$ cat config.mk
export PLATFORM = sky130hd
export DESIGN_NAME = branch_resolve_unit
export DESIGN_NICKNAME = d
export VERILOG_FILES = /design/src/rtl/branch_resolve_unit.sv
export SDC_FILE = /design/constraint.sdc
export NUM_CORES = 1
export LEC_CHECK = 0
export BUFFER_PORTS_ARGS = -buffer_cell sky130_fd_sc_hd__buf_2
export CORE_MARGIN = 5
export CORE_UTILIZATION = 48
export DETAILED_ROUTE_END_ITERATION = 7
export PLACE_DENSITY = 0.68
export SYNTH_ARGS = -nofsm -noshare
export SYNTH_HDL_FRONTEND = slang
export SYNTH_SLANG_ARGS = --single-unit
export TNS_END_PERCENT = 20
$ cat constraint.sdc
create_clock -name clk -period 8.5 [get_ports clk]
set_clock_uncertainty 0.15 [all_clocks]
set_input_delay 1.275 -clock clk [delete_from_list [all_inputs] [get_ports clk]]
set_output_delay 1.275 -clock clk [all_outputs]
set_load 0.02 [all_outputs]
$ cat src/rtl/branch_resolve_unit.sv
// rtl/branch_resolve_unit.sv - in-order branch resolution, BHT write-back and mispredict flush
//
// Holds each fetched branch's {pc, ctr, target} in an in-order FIFO until
// execute resolves the oldest one. On resolve, the unit writes the updated
// 2-bit counter back to the BHT. On a mispredict it also pulses flush/redirect
// and squashes every younger in-flight entry.
//
// Ports:
//   clk, rst_n          clock (rising edge) and asynchronous active-low reset
//   pred_valid/pc/ctr/  fetch-side push of a predicted branch;
//   pred_target         pred_ready = FIFO not full
//   res_valid/taken/    execute-side resolve of the oldest in-flight branch
//   res_target
//   flush, redirect_pc  one-cycle mispredict pulse and the correct next PC
//   upd_valid/idx/ctr   one-cycle BHT counter write strobe
//   inflight            current FIFO occupancy (0..DEPTH)
//   branch_cnt,         saturating counts of resolved branches and mispredicts
//   mispred_cnt
//   err_underflow       sticky: a resolve arrived while the FIFO was empty
module branch_resolve_unit #(
  parameter int N     = 32,
  parameter int DEPTH = 4,
  parameter int IDX   = 4,
  localparam int CW   = $clog2(DEPTH) + 1
) (
  input  logic           clk,
  input  logic           rst_n,
  input  logic           pred_valid,
  input  logic [N-1:0]   pred_pc,
  input  logic [1:0]     pred_ctr,
  input  logic [N-1:0]   pred_target,
  output logic           pred_ready,
  input  logic           res_valid,
  input  logic           res_taken,
  input  logic [N-1:0]   res_target,
  output logic           flush,
  output logic [N-1:0]   redirect_pc,
  output logic           upd_valid,
  output logic [IDX-1:0] upd_idx,
  output logic [1:0]     upd_ctr,
  output logic [CW-1:0]  inflight,
  output logic [15:0]    branch_cnt,
  output logic [15:0]    mispred_cnt,
  output logic           err_underflow
);

  localparam int PW = $clog2(DEPTH);

  // Entry storage. Contents need no reset: occupancy and pointers decide validity.
  logic [N-1:0]  pc_mem  [DEPTH];
  logic [1:0]    ctr_mem [DEPTH];
  logic [N-1:0]  tgt_mem [DEPTH];

  logic [PW-1:0] rd_ptr;
  logic [PW-1:0] wr_ptr;

  logic [N-1:0]  head_pc;
  logic [1:0]    head_ctr;
  logic [N-1:0]  head_tgt;
  logic          head_pred_taken;
  logic          do_pop;
  logic          mispred;
  logic          squash;
  logic          do_push;
  logic [1:0]    new_ctr;

  function automatic logic [1:0] sat_inc(input logic [1:0] c);
    return (c == 2'b11) ? c : c + 2'b01;
  endfunction

  function automatic logic [1:0] sat_dec(input logic [1:0] c);
    return (c == 2'b00) ? c : c - 2'b01;
  endfunction

  assign pred_ready = (inflight < CW'(DEPTH));

  assign head_pc         = pc_mem[rd_ptr];
  assign head_ctr        = ctr_mem[rd_ptr];
  assign head_tgt        = tgt_mem[rd_ptr];
  assign head_pred_taken = head_ctr[1];

  assign do_pop = res_valid && (inflight != '0);

  // A taken branch predicted taken still mispredicts if it went somewhere else.
  assign mispred = (res_taken != head_pred_taken) ||
                   (res_taken && head_pred_taken && (res_target != head_tgt));

  assign squash = do_pop && mispred;

  // No bypass: a push needs registered space, and anything pushed alongside
  // a mispredict resolve is wrong-path and is dropped.
  assign do_push = pred_valid && pred_ready && !squash;

  assign new_ctr = res_taken ? sat_inc(head_ctr) : sat_dec(head_ctr);

  always_ff @(posedge clk) begin
    if (do_push) begin
      pc_mem[wr_ptr]  <= pred_pc;
      ctr_mem[wr_ptr] <= pred_ctr;
      tgt_mem[wr_ptr] <= pred_target;
    end
  end

  always_ff @(posedge clk or negedge rst_n) begin
    if (!rst_n) begin
      rd_ptr        <= '0;
      wr_ptr        <= '0;
      inflight      <= '0;
      flush         <= 1'b0;
      redirect_pc   <= '0;
      upd_valid     <= 1'b0;
      upd_idx       <= '0;
      upd_ctr       <= 2'b00;
      branch_cnt    <= '0;
      mispred_cnt   <= '0;
      err_underflow <= 1'b0;
    end else begin
      // Occupancy and pointers.
      if (squash) begin
        rd_ptr   <= '0;
        wr_ptr   <= '0;
        inflight <= '0;
      end else begin
        if (do_pop)  rd_ptr <= rd_ptr + PW'(1);
        if (do_push) wr_ptr <= wr_ptr + PW'(1);
        if (do_push && !do_pop)      inflight <= inflight + CW'(1);
        else if (do_pop && !do_push) inflight <= inflight - CW'(1);
      end

      // One-cycle result pulses; everything returns to 0 when idle.
      upd_valid   <= do_pop;
      upd_idx     <= do_pop ? head_pc[IDX-1:0] : '0;
      upd_ctr     <= do_pop ? new_ctr : 2'b00;
      flush       <= squash;
      redirect_pc <= squash ? (res_taken ? res_target : head_pc + N'(4)) : '0;

      if (do_pop && (branch_cnt != 16'hFFFF))
        branch_cnt <= branch_cnt + 16'd1;
      if (squash && (mispred_cnt != 16'hFFFF))
        mispred_cnt <= mispred_cnt + 16'd1;

      if (res_valid && (inflight == '0))
        err_underflow <= 1'b1;
    end
  end

endmodule

## Word level (Yosys, flattened, before mapping)

Memories as Yosys holds them, arrays and structs flattened.
Cells that the tools add are included.

- Bits in registers: 80
- Bits in writable memories: 264
- Input port bits: 103
- Output and inout port bits: 77
- Logic and storage cells: 66
- Memories kept: 3

Memories:

| memory | words | width | read ports | clocked after Yosys merged registers in | wr ports | line | RTL |
|---|---|---|---|---|---|---|---|
| pc_mem | 4 | 32 | 1 | 0 | 1 | 50 | `logic [N-1:0] pc_mem [DEPTH];` |
| tgt_mem | 4 | 32 | 1 | 0 | 1 | 52 | `logic [N-1:0] tgt_mem [DEPTH];` |
| ctr_mem | 4 | 2 | 1 | 0 | 1 | 51 | `logic [1:0] ctr_mem [DEPTH];` |

- Add/sub/neg operators: 9
- $lt $le $gt $ge: 1
- Equality and inequality tests: 5
- Mux-type cells: 16
- Reductions and logical operators: 21

Operators with widths:

| cell | number |
|---|---|
| $mux 32 | 2 |
| $add 16x1->16 const B | 2 |
| $add 32x3->32 const B | 1 |
| $ne 16x16->1 const B | 2 |
| $ne 32x32->1 | 1 |
| $mux 2 | 8 |
| $logic_and 1x1->1 | 11 |
| $mux 3 | 3 |
| $add 2x1->2 const B | 3 |
| $reduce_bool 3->1 | 2 |
| $mux 4 | 1 |
| $reduce_bool 2->1 | 2 |
| $add 3x1->3 const B | 1 |
| $logic_not 1->1 | 3 |
| $logic_not 3->1 | 1 |
| $lt 3x3->1 const B | 1 |
| $sub 3x1->3 const B | 1 |
| $eq 2x2->1 const B | 1 |
| $logic_not 2->1 | 1 |
| $mux 1 | 2 |
| $sub 2x1->2 const B | 1 |
| $logic_or 1x1->1 | 1 |
| $ne 1x1->1 | 1 |

## Logic depth before layout (Yosys ltp)

Gate-level depths: netlist of run 1.
An unclocked memory read counts as a cell.

- Word-level depth: 12
- Depth in mapped cells: 13
- Depth with buffers taken out: 9

## Least setup slack after synthesis of run 1

OpenSTA, ideal clock, no wires.

- Path type: flip-flop to flip-flop
- From: register rd_ptr[0]
- To: memory ctr_mem[0][0], enable pin
- Setup time: 0.432 ns
- Arrival time: 4.481 ns
- Data required time: 7.918 ns
- Slack: 3.437 ns
- Stages on the path, launching flop included: 13
- Buffers on the path: 6
- Period minus slack after synthesis: 5.063 ns
- Cell sequence: dfrtp_1 > buf_6 > buf_8 > buf_6 > buf_6 > buf_1 > mux4_2 > ha_1 > inv_1 > nor2_1 > a31oi_4 > buf_4 > and3_1

- Cells in the longest elaborated chain, start to end: 9
- Elaborated cells on any way between the ends: 12
- Those cells by class: eq/ne: 2; mux: 2; reduce/logical: 6; memory: 2

Ends and longest elaborated chain:

| item | line | RTL |
|---|---|---|
| from (decl) | 54 | `logic [PW-1:0] rd_ptr;` |
| from (signal assigned) | 124 | `if (do_pop) rd_ptr <= rd_ptr + PW'(1);` |
| $mem_v2 4x32 or $mem_v2 4x2 (tied branches) | - |  |
| $ne 32x32->1 or $logic_and 1x1->1 (tied branches) | 86 | `(res_taken && head_pred_taken && (res_target != head_tgt));` |
| $logic_and 1x1->1 | 86 |  |
| $logic_or 1x1->1 (*) | 85 | `assign mispred = (res_taken != head_pred_taken) \|\|` |
| $logic_and 1x1->1 (*) | 88 | `assign squash = do_pop && mispred;` |
| $logic_not 1->1 (*) | 92 | `assign do_push = pred_valid && pred_ready && !squash;` |
| $logic_and 1x1->1 (*) | 92 |  |
| $mux 1 (*) | 97 | `if (do_push) begin` |
| $mux 1 (not written as such) (*) | 99 | `ctr_mem[wr_ptr] <= pred_ctr;` |
| to (decl) | 51 |  |

Mark *: on every way between the ends. The rest lies on a longest branch, timed or not.

## Worst setup path in the final report of run 1

- From: register rd_ptr[0]
- To: memory pc_mem[0][23], enable pin

- Cells in the longest elaborated chain, start to end: 9
- Elaborated cells on any way between the ends: 12
- Those cells by class: eq/ne: 2; mux: 2; reduce/logical: 6; memory: 2

Ends and longest elaborated chain:

| item | line | RTL |
|---|---|---|
| $mem_v2 4x32 or $mem_v2 4x2 (tied branches) | - |  |
| $ne 32x32->1 or $logic_and 1x1->1 (tied branches) | 86 |  |
| $logic_and 1x1->1 | 86 |  |
| $logic_or 1x1->1 (*) | 85 |  |
| $logic_and 1x1->1 (*) | 88 |  |
| $logic_not 1->1 (*) | 92 |  |
| $logic_and 1x1->1 (*) | 92 |  |
| $mux 1 (*) | 97 |  |
| $mux 1 (not written as such) (*) | 98 | `pc_mem[wr_ptr] <= pred_pc;` |
| to (decl) | 50 |  |

Marked as above.

==> results of run 1 <==
==> per-layer routing <==
metal / up-vias / part of all wire / GRT usage
li1: 3465 / - / -
met1: 3905 / 0.44 / 0.284
met2: 294 / 0.48 / 0.312
met3: 38 / 0.065 / 0.0390
met4: 0 / 0.018 / 0.0402
met5: - / 0 / 0
==> cells by family after synthesis <==
family                     synth area share
AOI/OAI and AO/OA                    0.0235
muxes                                 0.113
DFF                                   0.713
buffers and inverters                0.0200
xor gates and xnor gates             0.0560
adders and majority gates           0.00862
and+or+nand+nor                      0.0664
==> final cells by class <==
class,instances,area (um2)
Clock buffer,52,1070
Clock inverter,11,134
Fill cell,2233,12300
Inverter,19,71.3
Multi-Input combinational cell,408,3730
Sequential cell,344,9930
Tap cell,384,480
Timing Repair Buffer,190,981
==> worst reg2reg max path, delay by kind of cell, from the launching register on <==
family	cells	cell delay, ns
xor gates and xnor gates	1	0.18
DFF	1	0.70
muxes	1	0.61
buffers and inverters	2	1.15
and+or+nand+nor	4	1.58
AOI/OAI and AO/OA	1	0.28
==> path summary, 6_finish.rpt <==
kind	from	end	cells after the start
worst max-delay path	rd_ptr[0]	pc_mem[0][23]	9
worst min-delay path	err_underflow	err_underflow	1
worst max register to register	rd_ptr[0]	pc_mem[0][23]	9
worst min register to register	err_underflow	err_underflow	1
max in group asynchronous	rst_n	rd_ptr[0]	2
min in group asynchronous	rst_n	mispred_cnt[13]	1
==> flip-flops by register name (all words and copies together), names as in the netlist <==
signal and flops:
branch_cnt 16, ctr_mem 8, err_underflow 1, flush 1
inflight 3, mispred_cnt 16, pc_mem 128, rd_ptr 2
redirect_pc 32, tgt_mem 128, upd_ctr 2, upd_idx 4
upd_valid 1, wr_ptr 2
==> Yosys cell counts, types with 3 or more instances <==
cell | number | area share
a211oi_1 | 9 | 0.0049
a21oi_1 | 23 | 0.0083
and2_1 | 9 | 0.0040
and3_1 | 10 | 0.0045
and4_1 | 3 | 0.0019
buf_1 | 3 | 0.00081
buf_2 | 4 | 0.0014
buf_4 | 3 | 0.0016
buf_6 | 9 | 0.0073
clkbuf_1 | 10 | 0.0027
dfrtp_1 | 80 | 0.14
edfxtp_1 | 264 | 0.57
ha_1 | 8 | 0.0072
inv_1 | 17 | 0.0046
mux2i_1 | 6 | 0.0043
mux4_2 | 66 | 0.11
nand2_1 | 40 | 0.011
nand2b_1 | 4 | 0.0018
nand3_1 | 20 | 0.0072
nand4_1 | 22 | 0.0099
nor2_1 | 55 | 0.015
nor3_1 | 7 | 0.0025
nor4_1 | 3 | 0.0013
nor4_2 | 3 | 0.0027
nor4b_1 | 3 | 0.0019
o21ai_0 | 8 | 0.0029
xnor2_1 | 66 | 0.041
xor2_1 | 23 | 0.014
==> report_power, final <==
group | switching, mW | internal, mW
sequential | 0.137 | 2.11
clock | 0.618 | 0.961
combinational | 0.756 | 0.513
total | 1.51 | 3.59
==> per-stage QoR <==
| stage | instance area, um2 | utilization | power (mW) | hold WS [ns] | worst slack [ns] |
|---|---|---|---|---|---|
| finish | 16400 | 0.571 | 5.10 | 0.310 | 3.48 |
| global route | 16400 | 0.571 | 5.33 | 0.334 | 3.12 |
| CTS | 16400 | 0.571 | 5.15 | 0.307 | 3.34 |
| detailed placement | 15200 | 0.529 | 3.57 | 0.297 | 3.35 |
| global placement | 15200 | 0.529 | 3.54 | 0.286 | 3.41 |
| floorplan | 13900 | - | 3.17 | 0.412 | 3.44 |
==> results by group, run 1 <==
Worst setup path
  • Buffers & Inverters on Critical Path: 2
  • CP most frequent cell: buf_4
  • Critical Path AT: 5.01 ns
  • Req. time, crit path: 8.48 ns
  • Top delay family on crit path: simple AND/OR/NAND/NOR gates
  • Slowest stage delay, CP: 0.76 ns
  • Slowest cell on the critical path: and3_2
  • Critical Path Fanout Max: 39
  • Worst path cell trace: buf_4 -> mux4_2 -> xnor2_1 -> nand4_1 -> nor4_2 -> nand2_1 -> a31oi_4 -> and3_2 -> buf_4
  • FF-to-FF setup slack: 3.48 ns
  • Critical Path Start Type: register
  • Crit. End Element: register
  • Crit Path Category: reg2reg

STA
  • Rel. slew slack: 0.302
  • Fmax: 0.199 GHz
  • Setup TNS: 0 ns
  • Max Slew Vio Count: 0
  • Final setup fails: 0
  • Final worst-path cycle share: 0.591
  • Post-layout min period: 5.02 ns
  • Slew @ Worst Pin: 1.05 ns
  • Unrepaired setup endpoints after global routing: false
  • Final hold vios: 0

Routing
  • Vias per cell: 5.47
  • Routed WL per cell: 22.7 um
  • Drc violations: 0
  • Vias: 7702
  • Initial DRC count: 619
  • TritonRoute pass-1 iters: 5
  • DRT Wirelength: 31.9 mm
  • Antenna violation net count after detailed routing: 0

Floorplan
  • Die area: 32500 um2
  • Initial Util: 0.485
  • Die Ht: 180 um
  • Core area: 28700 um2
  • Die W: 180 um
  • Rows: 62
  • Io pins: 180

Finish
  • Fin nets: 1110
  • Commonest non-fill, non-tap cell in the layout: edfxtp_1
  • Area growth syn-to-layout: 17.7%
  • Finished Layout Cells: 1408
  • Commonest cells after routing, fill and taps aside: edfxtp_1, buf_2, dfrtp_1, mux4_2, xnor2_1
  • Layout cells sized above 1: 0.320
  • Diode count: 0

Flow run
  • Max Cap Viol: 0

Synthesis
  • Cells after Synth: 801
  • EDFF count, synth: 264
  • Cell Area, Synth: 13900 um2
  • Mapped Avg Cell Area: 17.4 um2
  • Seq/Total Area, Yosys: 0.713
  • Synth Net Count: 913
  • Asr flop ratio synth: 0.233
  • Yosys warning count: 0
  • Distinct cells, synth: 48
  • #FFs+latches synth: 344
  • Ys flop type: edfxtp_1

Min path
  • Hold Path Class: reg2reg

Power and ir drop
  • Leakage power: 6.05 nW
  • Max VDD drop: 0.000204 V
  • PwrDens: 311 nW/um2

GRT
  • Overall Global Routing Usage: 0.195
  • Vias in the first global route: 7893
  • Largest net degree at the start of global routing: 68
  • Total gr overflow: 0
  • Initial antenna violation count: 0
  • First-pass GRT wire length: 49.0 mm

Run status
  • Outcome: complete, no violations

Place
  • Port bufs: 179
  • GP Congestion: 0.808
  • HPWL Detailed: 21.7 mm
  • Placed cell count: 1345

Clock tree
  • Root Buffer: clkbuf_16
  • Clock Pin Slew Worst Setup and Hold Paths: 0.06 ns
  • Post-CTS resize count: 0
  • H-tree Lvls: 2
  • Clock Path Buffers: 3
  • Setup Fix Bufs, Post-CTS: 0
  • Clk sink count: 344
  • CTS tree: done
  • Clock Latency Late Sink: 0.51 ns
  • Cts hold-fix bufs: 0
  • Total CTS buffers: 35
(Power assumes the default switching activity.)
==> run 2: changes to the inputs <==
Clock period 8.5 ns to 5 ns, I/O delays scaled along.
==> results by group, run 2 (synthesis results as in run 1) <==
Run status
  • Outcome: complete, no violations

Power and ir drop
  • Leakage power: 6.11 nW (+0.92%)
  • Seq pwr share: 0.433 (-0.008)
  • Clk pwr share: 0.313 (+0.003)
  • Sw Pwr: 2.60 mW (+72%)
  • Int Pwr: 6.19 mW (+73%)
  • Part of the power in combinational logic: 0.253 (+0.004)
  • Max VDD drop: 0.000320 V (+57%)
  • Sw frac: 0.296 (-0.000803)
  • PwrDens: 531 nW/um2 (+71%)

Worst setup path
  • Slowest stage delay, CP: 0.57 ns (-0.19 ns)
  • Crit. Startpoint: rd_ptr[0]
  • Worst path depth: 9 (unchanged)
  • Buffers & Inverters on Critical Path: 2 (unchanged)
  • CP endpoint: pc_mem[0][6]
  • Critical Path Start Type: register
  • Slowest cell on the critical path: mux4_2
  • FF-to-FF setup slack: 0.93 ns (-2.55 ns)
  • Critical R2R Capture: pc_mem[0][6]
  • Critical Path AT: 4.07 ns (-0.94 ns)
  • Req. time, crit path: 5.00 ns (-3.48 ns)
  • R2r startpoint: rd_ptr[0]
  • Top delay family on crit path: simple AND/OR/NAND/NOR gates
  • Crit Path Category: reg2reg
  • Worst path cell trace: buf_12 -> mux4_2 -> xnor2_1 -> nand4_1 -> nor4_2 -> nand2_1 -> a31oi_4 -> and3_2 -> buf_4
  • Reg2Reg Depth: 9 (unchanged)
  • Critical Path Fanout Max: 31 (-21%)
  • Crit. End Element: register

Clock tree
  • Clk sink count: 344 (unchanged)
  • Root Buffer: clkbuf_16
  • Clock Path Buffers: 3 (unchanged)
  • CTS tree: done
  • Clock Pin Slew Worst Setup and Hold Paths: 0.06 ns (about the same)
  • Post-CTS resize count: 0 (unchanged)
  • Total CTS buffers: 37 (+5.7%)
  • Clock Latency Late Sink: 0.52 ns (about the same)
  • H-tree Lvls: 2 (unchanged)
  • Setup Fix Bufs, Post-CTS: 0 (unchanged)
  • Cts hold-fix bufs: 0 (unchanged)

Routing
  • Routed WL per cell: 22.6 um (-0.22%)
  • Drc violations: 0 (unchanged)
  • Antenna violation net count after detailed routing: 0 (unchanged)
  • Vias per cell: 5.47 (about the same)
  • DRT Wirelength: 32.1 mm (+0.41%)
  • Initial DRC count: 607 (-1.9%)
  • TritonRoute pass-1 iters: 4 (-1)
  • Vias: 7749 (+0.61%)

Flow run
  • Max Cap Viol: 0 (unchanged)

Finish
  • Fin nets: 1116 (+0.54%)
  • Registers with the most flip-flops: pc_mem x128, tgt_mem x128, redirect_pc x32
  • Layout cells sized above 1: 0.324 (+0.00399)
  • Area growth syn-to-layout: 18.8%
  • Post-layout util: 0.577 (+0.00558)
  • FF+latch area: 9930 um2 (unchanged)
  • Commonest cells after routing, fill and taps aside: edfxtp_1, buf_2, dfrtp_1, mux4_2, xnor2_1
  • Area occupied by multi-input gates: 3730 um2 (unchanged)
  • Commonest non-fill, non-tap cell in the layout: edfxtp_1
  • Filler cells: 2225 (-0.36%)
  • Diode count: 0 (unchanged)

Min path
  • Hold Path Class: in2async

STA
  • Post-layout min period: 4.07 ns (-0.954 ns)
  • Unrepaired setup endpoints after global routing: false
  • Max Slew Vio Count: 0 (unchanged)
  • Final hold vios: 0 (unchanged)
  • Final setup fails: 0 (unchanged)
  • Slew @ Worst Pin: 1.05 ns (+0.00198 ns)
  • Fmax: 0.246 GHz (+23%)
  • Rel. slew slack: 0.300 (-0.00209)
  • Final hold slack: 0.0884 ns (-0.221 ns)
  • Final worst-path cycle share: 0.814 (+0.223)
  • Setup TNS: 0 ns (unchanged)

Place
  • HPWL Detailed: 22.7 mm (+4.6%)
  • Port bufs: 179 (unchanged)
  • GP Congestion: 0.795 (-1.6%)

Floorplan
  • Io pins: 180 (unchanged)
  • Die W: 180 um (unchanged)
  • Core area: 28700 um2 (unchanged)
  • Initial Util: 0.485 (unchanged)
  • Die area: 32500 um2 (unchanged)
  • Die Ht: 180 um (unchanged)
  • Rows: 62 (unchanged)

GRT
  • Overall Global Routing Usage: 0.197 (+0.00181)
  • Largest net degree at the start of global routing: 46 (-32%)
  • Vias in the first global route: 8152 (+3.3%)
  • First-pass GRT wire length: 49.2 mm (+0.42%)
  • Total gr overflow: 0 (unchanged)
  • Initial antenna violation count: 0 (unchanged)
[run 2: changes by cell type in the layout (fill, tap and decap cells not counted), moves of 3 or more]
cell / before / now
clkinvlp_4: 0 / 3
buf_12: 0 / 6
clkinv_2: 3 / 7
clkbuf_8: 8 / 4
[run 2: cell type report]
| cell class | count | share of cell area |
|---|---|---|
| clock buffers | 50 | 0.0639 |
| clock inverters | 18 | 0.0119 |
| inverters | 19 | 0.00431 |
| multi-input cells | 408 | 0.225 |
| flip-flops and latches | 344 | 0.600 |
| well taps | 384 | 0.0290 |
| repair buffers | 194 | 0.0656 |
[run 2: power groups by stage]
stage                     Clock [mW]  Combinational, mW  Sequential (mW)
after global placement             0               2.23             3.86
after floorplan                    0               1.39             3.99
after global routing            2.95               2.42             3.85
after detailed placement           0               2.25             3.87
after CTS                       2.81               2.26             3.81
final                           2.75               2.23             3.81
[run 2: per-stage QoR]
stage / instances / instance area [um2] / power, mW / setup WS, ns
after detailed placement: 1349 / 15300 / 6.12 / 0.952
after global routing: 1417 / 16600 / 9.21 / 0.683
after global placement: 1349 / 15300 / 6.09 / 1.00
after CTS: 1417 / 16600 / 8.88 / 0.912
after floorplan: 801 / 13900 / 5.38 / 0.662
final: 1417 / 16600 / 8.79 / 0.930
[run 2: worst min path at each step]
stage | from | endpoint | slack, ns | depth (start not counted)
final | rst_n | mispred_cnt[15] | 0.09 | 1
after global routing | rst_n | mispred_cnt[12] | 0.12 | 1
after floorplan | rst_n | branch_cnt[0] | 0.30 | 0
after CTS | rst_n | flush | 0.09 | 1
after detailed placement | err_underflow | err_underflow | 0.30 | 1
after global placement | err_underflow | err_underflow | 0.29 | 1
[run 2: routing by layer]
layer,track usage,vias up,wire length [um]
met5,0,-,0
met4,0.0593,0,823
met3,0.0420,52,2020
met2,0.323,280,16000
met1,0.268,3943,13300
li1,-,3474,-
==> run 3: changes to the inputs <==
Settings changed: ABC_AREA set to 1, PLACE_DENSITY 0.68 to 0.7.
Clock period 5 ns to 3.32 ns, I/O delays scaled along.
==> results by group, run 3 <==
Run status
  • Outcome: complete, no violations

GRT
  • Initial antenna violation count: 2 (+2)
  • Total gr overflow: 0 (unchanged)
  • First-pass GRT wire length: 61.1 mm (+24%)
  • Largest net degree at the start of global routing: 73 (+59%)
  • Overall Global Routing Usage: 0.216 (+0.0192)
  • Vias in the first global route: 10928 (+34%)

Floorplan
  • Rows: 66 (+6.5%)
  • Die area: 36100 um2 (+11%)
  • Initial Util: 0.482 (-0.00333)
  • Die W: 190 um (+5.4%)
  • Die Ht: 190 um (+5.4%)
  • Core area: 32300 um2 (+12%)
  • Io pins: 180 (unchanged)

Power and ir drop
  • PwrDens: 848 nW/um2 (+60%)
  • Max VDD drop: 0.000511 V (+59%)
  • Leakage power: 7.95 nW (+30%)

Routing
  • TritonRoute pass-1 iters: 5 (+1)
  • Initial DRC count: 910 (+50%)
  • Vias per cell: 5.18 (-5.3%)
  • Routed WL per cell: 18.0 um (-20%)
  • Vias: 11451 (+48%)
  • DRT Wirelength: 39.8 mm (+24%)
  • Drc violations: 0 (unchanged)
  • Antenna violation net count after detailed routing: 0 (unchanged)

Place
  • Port bufs: 179 (unchanged)
  • HPWL Detailed: 27.5 mm (+21%)
  • GP Congestion: 0.949 (+19%)
  • Pre-CTS setup slack: 0.262 ns (-0.690 ns)

Synthesis
  • Asr flop ratio synth: 0.233 (unchanged)
  • Synth Net Count: 1661 (+82%)
  • Distinct cells, synth: 39 (-19%)
  • Top-count cell post-synth: nand2_1
  • Synth top area share: 0.509 (-0.0597)
  • Ys flop type: edfxtp_1
  • Yosys warning count: 0 (unchanged)
  • Mapped Avg Cell Area: 10.0 um2 (-42%)
  • Seq/Total Area, Yosys: 0.638 (-0.0748)
  • EDFF count, synth: 264 (unchanged)
  • Most instantiated cells after synthesis: nand2_1, edfxtp_1, nand3_1, inv_1, nor2_1
  • Ranking of synthesized cells by area: edfxtp_1, dfrtp_1, nand2_1
  • Dominant cell type by area after synthesis: edfxtp_1
  • Cell Area, Synth: 15600 um2 (+12%)
  • Cells after Synth: 1549 (+93%)
  • #FFs+latches synth: 344 (unchanged)

Finish
  • Fin nets: 1853 (+66%)
  • Commonest cells after routing, fill and taps aside: nand2_1, edfxtp_1, buf_2, nand3_1, inv_1
  • Commonest non-fill, non-tap cell in the layout: nand2_1
  • Registers with the most flip-flops: pc_mem x128, tgt_mem x128, redirect_pc x32
  • Area growth syn-to-layout: 18.0%
  • Layout cells sized above 1: 0.179 (-0.145)

Worst setup path
  • Critical R2R Capture: pc_mem[2][18]
  • Reg2Reg Depth: 17 (+8)
  • Crit. End Element: register
  • Critical Path Fanout Max: 49 (+58%)
  • FF-to-FF setup slack: 0.21 ns (-0.72 ns)
  • Req. time, crit path: 3.36 ns (-1.64 ns)
  • R2r startpoint: rd_ptr[0]
  • Critical Path AT: 3.16 ns (-0.91 ns)
  • Crit Path Category: reg2reg
  • Critical Path Start Type: register

Clock tree
  • CTS tree: done
  • Setup Fix Bufs, Post-CTS: 0 (unchanged)
  • Post-CTS resize count: 0 (unchanged)
  • Total CTS buffers: 37 (unchanged)
  • H-tree Lvls: 2 (unchanged)
  • Cts hold-fix bufs: 1 (+1)
  • Clk sink count: 344 (unchanged)
  • Clock Path Buffers: 3 (unchanged)
  • Root Buffer: clkbuf_16
  • Clock Latency Late Sink: 0.53 ns (about the same)
  • Clock Pin Slew Worst Setup and Hold Paths: 0.06 ns (about the same)

STA
  • Slew @ Worst Pin: 0.975 ns (-0.0736 ns)
  • Fmax: 0.321 GHz (+31%)
  • Post-layout min period: 3.11 ns (-0.956 ns)
  • Max Slew Vio Count: 0 (unchanged)
  • Final hold slack: 0.0353 ns (-0.0531 ns)
  • Final setup fails: 0 (unchanged)
  • Final hold vios: 0 (unchanged)
  • Rel. slew slack: 0.349 (+0.0491)
  • Final worst setup slack: 0.205 ns (-0.724 ns)
  • Unrepaired setup endpoints after global routing: false
  • Final worst-path cycle share: 0.938 (+0.124)

Min path
  • Hold Crit Start: pred_target[14]
  • Hold Path Class: in2reg
  • Worst Hold Path Cells: 1
  • Hold EP: tgt_mem[2][14]

Flow run
  • Max Cap Viol: 0 (unchanged)
[run 3: how the worst max path moves through the flow]
stage / to / cells after the start / startpoint
2_1_floorplan: ctr_mem[0][0] / 14 / rd_ptr[0]
3_3_place_gp: pc_mem[2][17] / 17 / rd_ptr[0]
3_5_place_dp: tgt_mem[2][14] / 17 / rd_ptr[0]
4_1_cts: pc_mem[2][18] / 17 / rd_ptr[0]
5_1_grt: pc_mem[2][18] / 17 / rd_ptr[0]
6_report: pc_mem[2][18] / 17 / rd_ptr[0]
[run 3: power by group]
part	total [mW]	internal (mW)	switching (mW)
registers	5.74	5.42	0.322
logic	5.66	1.70	3.95
clock network	4.17	2.50	1.66
total	15.6	9.63	5.94
[run 3: cells by family after synthesis]
logic type,Yosys count,share of synthesized area
xor gates and xnor gates,43,0.0242
adders and majority gates,9,0.00772
and+or+nand+nor,841,0.228
buffers and inverters,207,0.0606
muxes,1,0.000724
AOI/OAI and AO/OA,104,0.0412
DFF,344,0.638
[run 3: routing by layer]
layer / share of wire / GRT usage / vias up
met5: 0.00053 / 0 / -
met4: 0.028 / 0.0632 / 4
met3: 0.085 / 0.0494 / 75
met2: 0.46 / 0.350 / 437
met1: 0.42 / 0.295 / 5402
li1: - / - / 5533
[run 3: per-stage QoR]
step           setup TNS, ns  power, mW   util  instances  area [um2]
3_3_place_gp               0       11.4  0.530       2143       17100
4_1_cts                    0       15.6  0.569       2211       18400
3_5_place_dp               0       11.5  0.530       2143       17100
5_1_grt                    0       16.5  0.569       2211       18400
2_1_floorplan         -27.45       9.73      -       1549       15700
6_report                   0       15.6  0.569       2212       18400
[run 3: final cells by class]
type                            instances  area [um2]
Antenna cell                            1        2.50
Clock buffer                           47        1020
Clock inverter                         20         216
Fill cell                            2714       13900
Inverter                              148         561
Multi-Input combinational cell        998        4750
Sequential cell                       344        9930
Tap cell                              442         553
Timing Repair Buffer                  212        1320
[run 3: worst max-delay path, stage by stage (launching register included)]
cell	delay, ns
dfrtp_4	0.52
inv_4	0.16
buf_12	0.25
nand2_1	0.09
nand3_1	0.10
nand3_1	0.10
nand2_1	0.08
nand3_1	0.07
nor2_1	0.12
nand2_1	0.09
nor2_1	0.13
nand2_1	0.09
nand2_1	0.10
nand2_4	0.07
nand2_4	0.09
nand2_8	0.08
nor2_4	0.15
buf_12	0.30
